[config.mk]
export PLATFORM = sky130hd
export DESIGN_NAME = decoded_msg_uart_flat
export DESIGN_NICKNAME = d
export VERILOG_FILES = /design/src/rtl/decoded_msg_uart_if.sv /design/src/rtl/decoded_msg_uart.sv /design/src/flat_wrapper.sv
export SDC_FILE = /design/constraint.sdc
export NUM_CORES = 1
export LEC_CHECK = 0
export ABC_AREA = 1
export ABC_CLOCK_PERIOD_IN_PS = 2100
export CAP_MARGIN = 20
export CELL_PAD_IN_SITES_DETAIL_PLACEMENT = 0
export CELL_PAD_IN_SITES_GLOBAL_PLACEMENT = 2
export CORE_UTILIZATION = 30
export DETAILED_ROUTE_END_ITERATION = 10
export PLACE_DENSITY_LB_ADDON = 0.2
export SLEW_MARGIN = 20
export SYNTH_ARGS = -nofsm -noshare
export SYNTH_HDL_FRONTEND = slang
export SYNTH_SLANG_ARGS = --single-unit
export TNS_END_PERCENT = 1
[constraint.sdc]
create_clock -name clk -period 2.1 [get_ports clk]
set_input_delay 0.42 -clock clk [delete_from_list [all_inputs] [get_ports clk]]
set_output_delay 0.42 -clock clk [all_outputs]
set_load 0.02 [all_outputs]
[src/rtl/decoded_msg_uart_if.sv]
// Read port of the decoded-message RAM: the UART block masters the address and
// strobe, and the RAM returns data two cycles after the address is presented.
interface decoded_msg_uart_if;
    logic [4:0] ram_address;
    logic       ram_rden;
    logic [7:0] ram_q;

    modport master (output ram_address, output ram_rden, input ram_q);
    modport slave  (input ram_address, input ram_rden, output ram_q);
endinterface

[src/rtl/decoded_msg_uart.sv]
// Sends the decoded message over an 8N1 UART line, followed by CR LF, whenever success rises.
// Define KEY_HEADER_EN to prefix the message with "K<six hex key digits>:".
module decoded_msg_uart #(
    parameter int CLKS_PER_BIT = 434,
    parameter int MSG_LEN      = 32
) (
    input  logic                      clk,
    input  logic                      reset_n,
    input  logic                      success,
    input  logic [23:0]               secret_key,
    decoded_msg_uart_if.master        ram,
    output logic                      uart_tx,
    output logic                      busy,
    output logic                      done
);

    localparam logic [3:0] S_IDLE     = 4'd0;
    localparam logic [3:0] S_HDR      = 4'd1;
    localparam logic [3:0] S_RD_ADDR  = 4'd2;
    localparam logic [3:0] S_RD_WAIT  = 4'd3;
    localparam logic [3:0] S_TX_START = 4'd4;
    localparam logic [3:0] S_TX_DATA  = 4'd5;
    localparam logic [3:0] S_TX_STOP  = 4'd6;
    localparam logic [3:0] S_EOL      = 4'd7;
    localparam logic [3:0] S_DONE     = 4'd8;

    localparam logic [1:0] K_MSG = 2'd0;
    localparam logic [1:0] K_HDR = 2'd1;
    localparam logic [1:0] K_EOL = 2'd2;

    localparam logic [15:0] CNT_LAST = 16'(CLKS_PER_BIT - 1);
    localparam logic [15:0] CNT_PRE  = 16'(CLKS_PER_BIT - 2);
    localparam logic [4:0]  IDX_LAST = 5'(MSG_LEN - 1);

    function automatic logic [7:0] hex_ascii(input logic [3:0] nib);
        if (nib < 4'd10) hex_ascii = 8'h30 + {4'h0, nib};
        else             hex_ascii = 8'h37 + {4'h0, nib};
    endfunction

    function automatic logic [7:0] hdr_char(input logic [2:0] sel, input logic [23:0] key);
        case (sel)
            3'd0:    hdr_char = 8'h4B;
            3'd1:    hdr_char = hex_ascii(key[23:20]);
            3'd2:    hdr_char = hex_ascii(key[19:16]);
            3'd3:    hdr_char = hex_ascii(key[15:12]);
            3'd4:    hdr_char = hex_ascii(key[11:8]);
            3'd5:    hdr_char = hex_ascii(key[7:4]);
            3'd6:    hdr_char = hex_ascii(key[3:0]);
            default: hdr_char = 8'h3A;
        endcase
    endfunction

    logic [3:0]  state_q, state_d;
    logic [15:0] cnt_q, cnt_d;
    logic [2:0]  bit_q, bit_d;
    logic [7:0]  shift_q, shift_d;
    logic [4:0]  idx_q, idx_d;
    logic [1:0]  kind_q, kind_d;
    logic [2:0]  sub_q, sub_d;
    logic [23:0] key_q, key_d;
    logic        wait_q, wait_d;
    logic        success_q, armed_q;
    logic        tx_q, tx_d, rden_q, rden_d, busy_q, busy_d, done_q, done_d;
    logic [4:0]  addr_q, addr_d;
    logic        start_s, bit_end_s;

    // A start needs success seen low since reset (armed) and then a fresh rising edge.
    assign start_s   = success && !success_q && armed_q &&
                       ((state_q == S_IDLE) || (state_q == S_DONE));
    assign bit_end_s = (cnt_q == CNT_LAST);

    // Next-state logic for the sequencer, the bit timer and the registered outputs.
    always_comb begin
        state_d = state_q;
        cnt_d   = cnt_q;
        bit_d   = bit_q;
        shift_d = shift_q;
        idx_d   = idx_q;
        kind_d  = kind_q;
        sub_d   = sub_q;
        key_d   = key_q;
        wait_d  = wait_q;
        case (state_q)
            S_IDLE, S_DONE: begin
                if (start_s) begin
                    key_d = secret_key;
                    idx_d = 5'd0;
                    cnt_d = 16'd0;
`ifdef KEY_HEADER_EN
                    state_d = S_HDR;
`else
                    state_d = S_RD_ADDR;
`endif
                end else begin
                    state_d = state_q;
                end
            end
            S_HDR: begin
                kind_d  = K_HDR;
                sub_d   = 3'd0;
                shift_d = hdr_char(3'd0, key_q);
                cnt_d   = 16'd0;
                state_d = S_TX_START;
            end
            S_RD_ADDR: begin
                kind_d  = K_MSG;
                wait_d  = 1'b0;
                state_d = S_RD_WAIT;
            end
            S_RD_WAIT: begin
                if (wait_q) begin
                    shift_d = ram.ram_q;
                    cnt_d   = 16'd0;
                    state_d = S_TX_START;
                end else begin
                    wait_d = 1'b1;
                end
            end
            S_TX_START: begin
                if (bit_end_s) begin
                    cnt_d   = 16'd0;
                    bit_d   = 3'd0;
                    state_d = S_TX_DATA;
                end else begin
                    cnt_d = cnt_q + 16'd1;
                end
            end
            S_TX_DATA: begin
                if (bit_end_s) begin
                    cnt_d   = 16'd0;
                    shift_d = {1'b0, shift_q[7:1]};
                    if (bit_q == 3'd7) state_d = S_TX_STOP;
                    else               bit_d   = bit_q + 3'd1;
                end else begin
                    cnt_d = cnt_q + 16'd1;
                end
            end
            S_TX_STOP: begin
                // EOL takes the last stop cycle of the final message byte so CR follows with no gap.
                if ((kind_q == K_MSG) && (idx_q == IDX_LAST) && (cnt_q == CNT_PRE)) begin
                    cnt_d   = 16'd0;
                    state_d = S_EOL;
                end else if (bit_end_s) begin
                    cnt_d = 16'd0;
                    case (kind_q)
                        K_MSG: begin
                            if (idx_q != IDX_LAST) begin
                                idx_d   = idx_q + 5'd1;
                                state_d = S_RD_ADDR;
                            end else begin
                                state_d = S_EOL;
                            end
                        end
                        K_HDR: begin
                            if (sub_q == 3'd7) begin
                                state_d = S_RD_ADDR;
                            end else begin
                                sub_d   = sub_q + 3'd1;
                                shift_d = hdr_char(sub_q + 3'd1, key_q);
                                state_d = S_TX_START;
                            end
                        end
                        K_EOL: begin
                            if (sub_q == 3'd0) begin
                                sub_d   = 3'd1;
                                shift_d = 8'h0A;
                                state_d = S_TX_START;
                            end else begin
                                state_d = S_DONE;
                            end
                        end
                        default: state_d = S_IDLE;
                    endcase
                end else begin
                    cnt_d = cnt_q + 16'd1;
                end
            end
            S_EOL: begin
                kind_d  = K_EOL;
                sub_d   = 3'd0;
                shift_d = 8'h0D;
                cnt_d   = 16'd0;
                state_d = S_TX_START;
            end
            default: state_d = S_IDLE;
        endcase

        case (state_d)
            S_TX_START: tx_d = 1'b0;
            S_TX_DATA:  tx_d = shift_d[0];
            default:    tx_d = 1'b1;
        endcase
        rden_d = (state_d == S_RD_ADDR);
        if (state_d == S_RD_ADDR) addr_d = idx_d;
        else                      addr_d = addr_q;
        busy_d = (state_d != S_IDLE) && (state_d != S_DONE);
        done_d = (state_d == S_DONE);
    end

    // State, datapath and output registers with asynchronous reset to an idle line.
    always_ff @(posedge clk or negedge reset_n) begin
        if (!reset_n) begin
            state_q   <= S_IDLE;
            cnt_q     <= 16'd0;
            bit_q     <= 3'd0;
            shift_q   <= 8'd0;
            idx_q     <= 5'd0;
            kind_q    <= K_MSG;
            sub_q     <= 3'd0;
            key_q     <= 24'd0;
            wait_q    <= 1'b0;
            success_q <= 1'b0;
            armed_q   <= 1'b0;
            tx_q      <= 1'b1;
            rden_q    <= 1'b0;
            addr_q    <= 5'd0;
            busy_q    <= 1'b0;
            done_q    <= 1'b0;
        end else begin
            state_q   <= state_d;
            cnt_q     <= cnt_d;
            bit_q     <= bit_d;
            shift_q   <= shift_d;
            idx_q     <= idx_d;
            kind_q    <= kind_d;
            sub_q     <= sub_d;
            key_q     <= key_d;
            wait_q    <= wait_d;
            success_q <= success;
            armed_q   <= armed_q | ~success;
            tx_q      <= tx_d;
            rden_q    <= rden_d;
            addr_q    <= addr_d;
            busy_q    <= busy_d;
            done_q    <= done_d;
        end
    end

    assign uart_tx         = tx_q;
    assign busy            = busy_q;
    assign done            = done_q;
    assign ram.ram_rden    = rden_q;
    assign ram.ram_address = addr_q;

endmodule

[src/flat_wrapper.sv]
// flat-port wrapper written by rule: the top's interface ports become plain ports
module decoded_msg_uart_flat 
#(
    parameter int CLKS_PER_BIT = 434,
    parameter int MSG_LEN      = 32
)
  (clk, reset_n, success, secret_key, uart_tx, busy, done, ram_ram_address, ram_ram_rden, ram_ram_q);
  decoded_msg_uart_if ram_i ();
  input  logic clk;
  input  logic reset_n;
  input  logic success;
  input  logic [23:0] secret_key;
  output logic uart_tx;
  output logic busy;
  output logic done;
  output wire logic [$bits(ram_i.ram_address)-1:0] ram_ram_address;
  output wire logic [$bits(ram_i.ram_rden)-1:0] ram_ram_rden;
  input wire logic [$bits(ram_i.ram_q)-1:0] ram_ram_q;
  assign ram_ram_address = ram_i.ram_address;
  assign ram_ram_rden = ram_i.ram_rden;
  assign ram_i.ram_q = ram_ram_q;
  decoded_msg_uart #(.CLKS_PER_BIT(CLKS_PER_BIT), .MSG_LEN(MSG_LEN)) u_core (.clk(clk), .reset_n(reset_n), .success(success), .secret_key(secret_key), .ram(ram_i), .uart_tx(uart_tx), .busy(busy), .done(done));
endmodule
==> results of run 1 <==
-- flip-flops by register name (all words and copies together), names as in the netlist, 2 cells and up --
register and cells:
u_core.bit_q 3, u_core.cnt_q 16, u_core.idx_q 5, u_core.key_q 24, u_core.kind_q 2, u_core.ram.ram_address 5
u_core.shift_q 8, u_core.state_q 4, u_core.sub_q 3
-- logic make-up after synthesis --
logic type | synth area share (%)
and+or+nand+nor | 36.3
AOI/OAI and AO/OA | 11.2
DFF | 37.2
xor gates and xnor gates | 0.844
adders and majority gates | 5.31
buffers and inverters | 9.10
-- how the worst max path moves through the flow --
stage                          start                         to  slack [ns]  depth (start not counted)
CTS                  u_core.idx_q[0]           u_core.cnt_q[12]        0.02                         11
global route        u_core.kind_q[0]  u_core.ram.ram_address[1]      -0.005                         15
global placement             success            u_core.cnt_q[6]       -0.11                          9
floorplan            u_core.sub_q[0]          u_core.shift_q[3]        0.11                         13
detailed placement           success           u_core.cnt_q[12]       -0.16                          9
finish              u_core.kind_q[0]           u_core.cnt_q[12]        0.12                         12
-- cell type report --
class | instances | area [um^2] | area share (%)
inverters | 106 | 400 | 6.10
flip-flops and latches | 77 | 1930 | 29.4
multi-input cells | 531 | 2850 | 43.5
clock buffers | 15 | 278 | 4.23
repair buffers | 90 | 800 | 12.2
clock inverters | 1 | 30.0 | 0.457
well taps | 220 | 275 | 4.19
-- worst max-delay path: stages (launching register included) --
cell,delay (ns)
dfrtp_1,0.39
inv_1,0.09
ha_1,0.19
nand2_1,0.09
nor2_2,0.13
nand2_2,0.09
nor2_1,0.12
nand2_2,0.11
nand2_1,0.16
a21oi_4,0.10
nor2_2,0.14
buf_4,0.18
a211oi_2,0.04
-- power breakdown --
| group | total (mW) | internal [mW] | switching [mW] |
|---|---|---|---|
| clock | 1.62 | 1.02 | 0.603 |
| combinational | 3.43 | 1.39 | 2.04 |
| sequential | 2.26 | 1.93 | 0.324 |
| total | 7.32 | 4.34 | 2.97 |
-- cells in the mapped netlist, types with 4 or more instances --
library cell,count
a21oi_1,23
buf_4,4
clkbuf_1,5
dfrtp_1,76
ha_1,22
inv_1,86
inv_2,18
nand2_1,205
nand2_2,11
nand2_4,5
nand3_1,61
nand4_1,9
nor2_1,63
nor2_2,10
nor2_4,8
nor3_1,11
nor3_2,9
o21ai_0,53
o21ai_1,7
xor2_1,4
-- timing repair --
item	in CTS	in global routing
pin swaps	0	9
setup buffers	0	1
gates resized for setup	2	21
endpoints found under the hold margin	19	0
endpoints found under the setup margin	3	26
hold buffers	1	0
-- layer usage --
metal / up-vias / part of all wire, %
li1: 2498 / -
met2: 77 / 49
met4: 0 / 1.9
met5: - / 0
met3: 19 / 2.7
met1: 2248 / 46
-- metrics by stage --
step           cell area [um^2]  setup WS (ns)
5_1_grt                    6560       -0.00460
3_3_place_gp               6170         -0.110
4_1_cts                    6490         0.0155
2_1_floorplan              5190          0.107
3_5_place_dp               6170         -0.158
6_report                   6560          0.119
==> results.json, run 1 <==
{
  "core_area_um2": 16800,
  "synth-edff-count": 0,
  "clk_latency_ns": 0.34,
  "area_growth_pct": 26.6,
  "power.density_nw_per_um2": 1110,
  "ys_seq_area_share_pct": 37.2,
  "ys.flop_type": "dfrtp_1",
  "fin_crit_sh_pct": 94.4,
  "nNetsFinal": 872,
  "grt_pass1_wl_um": 24700,
  "dieArea_um2": 17800,
  "drive_above_1_share_pct": 18.5,
  "timing.rr.end": "u_core.cnt_q[12]",
  "grt_pass1_vias": 4862,
  "final_cells": 1040,
  "ios": 44,
  "ant_nets": 0,
  "routedWlPerCell_um": 14.1,
  "fin_util_pct": 39.2,
  "synth_top_area_share_pct": 36.7,
  "rr_worst_depth": 12,
  "synth_cells": 725,
  "synth_top_cell_by_area": "dfrtp_1",
  "hp-class": "reg2reg",
  "cts.root.buffer_cell": "clkbuf_16",
  "grt_remaining_overflow": 0,
  "cts.path.max_buffers": 2,
  "yosysWarnings": 0,
  "hold_violations": 0,
  "rsz0062_at_grt": "true",
  "grt_max_degree": 43,
  "outcome": "completed",
  "die_y_um": 133,
  "synth.distinct_cells": 44,
  "end_kind": "flip-flop",
  "rrSetupSlack_ns": 0.12,
  "maxSlewViolCount": 0,
  "diodes": 0,
  "layout_commonest_cell": "nand2_1",
  "via_count": 4842,
  "async_flop_share_pct": 100,
  "die_width_um": 133,
  "crit_fanout": 6,
  "hold_depth": 2,
  "use_met1_pct": 22.8,
  "dp_cells": 1022,
  "crit_arrival_ns": 2.19,
  "whs_ns": 0.458,
  "dr.pass1.iters": 4,
  "grtUsageMet2_pct": 29.8,
  "antenna_found_initial": 0,
  "p_leak_nw": 3.25,
  "finalWirelength_um": 14700,
  "cp.required_ns": 2.31,
  "synth_fp_nets": 782,
  "setup_viol": 0,
  "drt_iter0_drc": 252,
  "path_clk_slew_ns": 0.06,
  "cts_tree": "done",
  "drv_cap": 0,
  "cts-htree-levels": 3,
  "finalPower_mw": 7.32,
  "tns_ns": 0,
  "port_buffers": 43,
  "fillers": 1783,
  "critPathKind": "reg2reg",
  "globalplace.congestion": 0.857,
  "std_cell_rows": 47,
  "viasPerCell": 4.66,
  "ys_ff_latch": 77,
  "start_util_pct": 30.9,
  "syn-cell-area_um2": 5190,
  "rr_startpoint": "u_core.kind_q[0]",
  "slew_headroom_pct": 65.0,
  "drc_errors": 0,
  "min_period_ns": 1.98,
  "cts.sinks": 77,
  "vdd_ir_drop_max_uv": 436,
  "dp_hpwl_um": 11800,
  "met3_usage_pct": 3.96,
  "finClkSkew_ns": 0.00951,
  "max_freq_mhz": 505,
  "whs_endpoint": "u_core.armed_q",
  "tightest_slew_ns": 0.520,
  "cts_buffers": 9,
  "avgSynthCellArea_um2": 7.15,
  "cp-start-kind": "flip-flop",
  "track_usage_pct": 17.9,
  "hp-start": "u_core.armed_q",
  "synthTopCellsByArea": "dfrtp_1 37%, nand2_1 15%, inv_1 6.2%",
  "layout_common_cells": "201 x nand2_1, 85 x inv_1, 76 x dfrtp_1",
  "grt.busiest_layer": "met2"
}
(Power assumes the default switching activity.)
==> run 2, diff against run 1 <==
--- a/config.mk
+++ b/config.mk
@@ -12,6 +12,7 @@
 export CELL_PAD_IN_SITES_GLOBAL_PLACEMENT = 2
 export CORE_UTILIZATION = 30
 export DETAILED_ROUTE_END_ITERATION = 10
+export HOLD_SLACK_MARGIN = 0.02
 export PLACE_DENSITY_LB_ADDON = 0.2
 export SLEW_MARGIN = 20
 export SYNTH_ARGS = -nofsm -noshare
==> results of run 2 <==
The final DEF is identical to that of run 1; final timing and power are the same.
==> run 3, diff against run 2 <==
--- a/config.mk
+++ b/config.mk
@@ -11,9 +11,11 @@
 export CELL_PAD_IN_SITES_DETAIL_PLACEMENT = 0
 export CELL_PAD_IN_SITES_GLOBAL_PLACEMENT = 2
 export CORE_UTILIZATION = 30
+export CTS_CLUSTER_DIAMETER = 30
 export DETAILED_ROUTE_END_ITERATION = 10
+export GPL_TIMING_DRIVEN = 0
 export HOLD_SLACK_MARGIN = 0.02
-export PLACE_DENSITY_LB_ADDON = 0.2
+export PLACE_DENSITY_LB_ADDON = 0.1
 export SLEW_MARGIN = 20
 export SYNTH_ARGS = -nofsm -noshare
 export SYNTH_HDL_FRONTEND = slang
==> run 3 against run 2 <==
Sequential share of layout area grew 0.22 points. Count of clock-buffer cells in the layout shrank 5. Maximum frequency shrank 0.48%. Clock skew shrank 0.0016 ns. Setup slack lost 0.0096 ns. Die area is the same. Core utilization shrank 0.27 points.
==> results.json, run 3 (same netlist as run 1, synthesis figures left out) <==
{
  "outcome": "completed",
  "stdcell_area_um2": 6520,
  "drc_errors": 0,
  "cp_slowest_cell": "clkdlybuf4s50_1",
  "power.density_nw_per_um2": 1140,
  "end_kind": "flip-flop",
  "setup_viol": 0,
  "vdd_ir_drop_max_uv": 444,
  "fin_crit_sh_pct": 94.8,
  "finClkSkew_ns": 0.00795,
  "clk_latency_ns": 0.35,
  "die_y_um": 133,
  "critical_path.startpoint": "success",
  "drv_cap": 0,
  "cts-htree-levels": 3,
  "dp_hpwl_um": 11500,
  "viasPerCell": 4.70,
  "globalplace.congestion": 0.856,
  "min_period_ns": 1.99,
  "area_growth_pct": 25.7,
  "diodes": 0,
  "top_register": "u_core.key_q",
  "port_buffers": 43,
  "cpLargestDelayFamily": "simple AND/OR/NAND/NOR gates",
  "die_width_um": 133,
  "path_clk_slew_ns": 0.06,
  "ant_nets": 0,
  "largest_reg_flops": 24,
  "core_area_um2": 16800,
  "track_usage_pct": 17.7,
  "seq_area_um2": 1930,
  "cts.path.max_buffers": 2,
  "hp-class": "in2async",
  "cts.root.buffer_cell": "clkbuf_16",
  "rsz0062_at_grt": "true",
  "maxSlewViolCount": 0,
  "cts_hold_buf": 0,
  "dieArea_um2": 17800,
  "antenna_found_initial": 0,
  "slew_headroom_pct": 66.9,
  "layout_common_cells": "200 x nand2_1, 79 x inv_1, 75 x dfrtp_1",
  "max_freq_mhz": 502,
  "crit_fanout": 4,
  "fillers": 1801,
  "cts_tree": "done",
  "p_leak_nw": 3.17,
  "grt_pass1_wl_um": 24400,
  "tns_ns": 0,
  "grt_pass1_vias": 4801,
  "top_regs": "u_core.key_q (24), u_core.cnt_q (16), u_core.shift_q (8)",
  "routedWlPerCell_um": 14.6,
  "critPathKind": "in2reg",
  "grt_remaining_overflow": 0,
  "crit_buf_inv": 2,
  "placed_cell_area_um2": 5920,
  "std_cell_rows": 47,
  "cp-start-kind": "input pin",
  "rr_startpoint": "u_core.cnt_q[1]",
  "cts.sinks": 77,
  "grt_max_degree": 46,
  "finalWirelength_um": 14900,
  "ios": 44,
  "slowest_delay_ns": 0.49,
  "crit_chain": "clkdlybuf4s50_1, nand3b_1, nand2_2, nand2_2, nor2_4, nand2_1, clkinv_1, nand2_1, a211oi_2",
  "layout_commonest_cell": "nand2_1",
  "finalPower_mw": 7.43,
  "drt_iter0_drc": 224,
  "multi_input_area_um2": 2930,
  "drive_above_1_share_pct": 18.4,
  "cp.required_ns": 2.36,
  "hold_violations": 0,
  "whs_ns": 0.0345,
  "dr.pass1.iters": 4,
  "start_util_pct": 30.9,
  "cts_buffers": 9,
  "nNetsFinal": 852,
  "crit_arrival_ns": 2.25,
  "via_count": 4798,
  "tightest_slew_ns": 0.497
}
## run 3: cell count changes in the layout (fill, tap and decap cells not counted), moves of 3 or more
cell | before | now
ha_4 | 1 | 4
inv_1 | 85 | 79
inv_2 | 19 | 23
o21ai_0 | 53 | 50
buf_4 | 45 | 20
## run 3: report_power, final
part,internal (mW),switching [mW],leakage (nW)
Clock,1.09,0.700,0.160
Sequential,1.93,0.333,0.976
Combinational,1.32,2.06,2.03
Total,4.33,3.10,3.17
## run 3: worst paths after layout
| path | cells after the start | endpoint | slack [ns] |
|---|---|---|---|
| worst min-delay path | 1 | u_core.cnt_q[10] | 0.03 |
| max in group asynchronous | 2 | u_core.shift_q[6] | 1.46 |
| worst max-delay path | 9 | u_core.cnt_q[12] | 0.11 |
| min in group clk | 2 | u_core.armed_q | 0.46 |
| worst min register to register | 2 | u_core.armed_q | 0.46 |
| worst max register to register | 12 | u_core.ram.ram_address[2] | 0.12 |
## run 3: layout make-up
cell class / count / share of cell area, %
plain buffers: 10 / 1.11
multi-input cells: 531 / 44.9
repair buffers: 60 / 8.83
flip-flops and latches: 77 / 29.6
well taps: 220 / 4.22
inverters: 106 / 6.22
clock inverters: 6 / 1.44
clock buffers: 10 / 3.67
## run 3: worst reg2reg max path, stage by stage (launching register included)
cell and delay, ns:
dfrtp_1 0.39, inv_2 0.07, ha_2 0.18, inv_1 0.05
nor2_2 0.11, nand2_1 0.09, nor2_4 0.17, nand2_1 0.11
nand4_1 0.15, nand2_2 0.10, nor2_4 0.23, nand3_1 0.17
nand2_1 0.10
## run 3: timing repair
action                                  4_1_cts  5_1_grt
endpoints found under the setup margin       29       30
resized for setup                            11       39
setup buffers                                 5       11
pin swaps                                     4       19
## run 3: stage by stage
step | instances | utilization [%] | setup slack [ns]
6_report | 1020 | 38.9 | 0.109
5_1_grt | 1020 | 38.9 | -0.0244
4_1_cts | 1009 | 37.8 | 0.00399
3_5_place_dp | 989 | 35.3 | -0.476
3_3_place_gp | 988 | 35.2 | -2.43
2_1_floorplan | 725 | - | 0.107
## run 3: layer usage
layer	vias up	part of all wire, %	global-route usage [%]
li1	2473	-	-
met4	0	1.5	5.24
met3	15	2.5	2.78
met2	56	49	30.8
met1	2254	47	22.6
met5	-	0	0
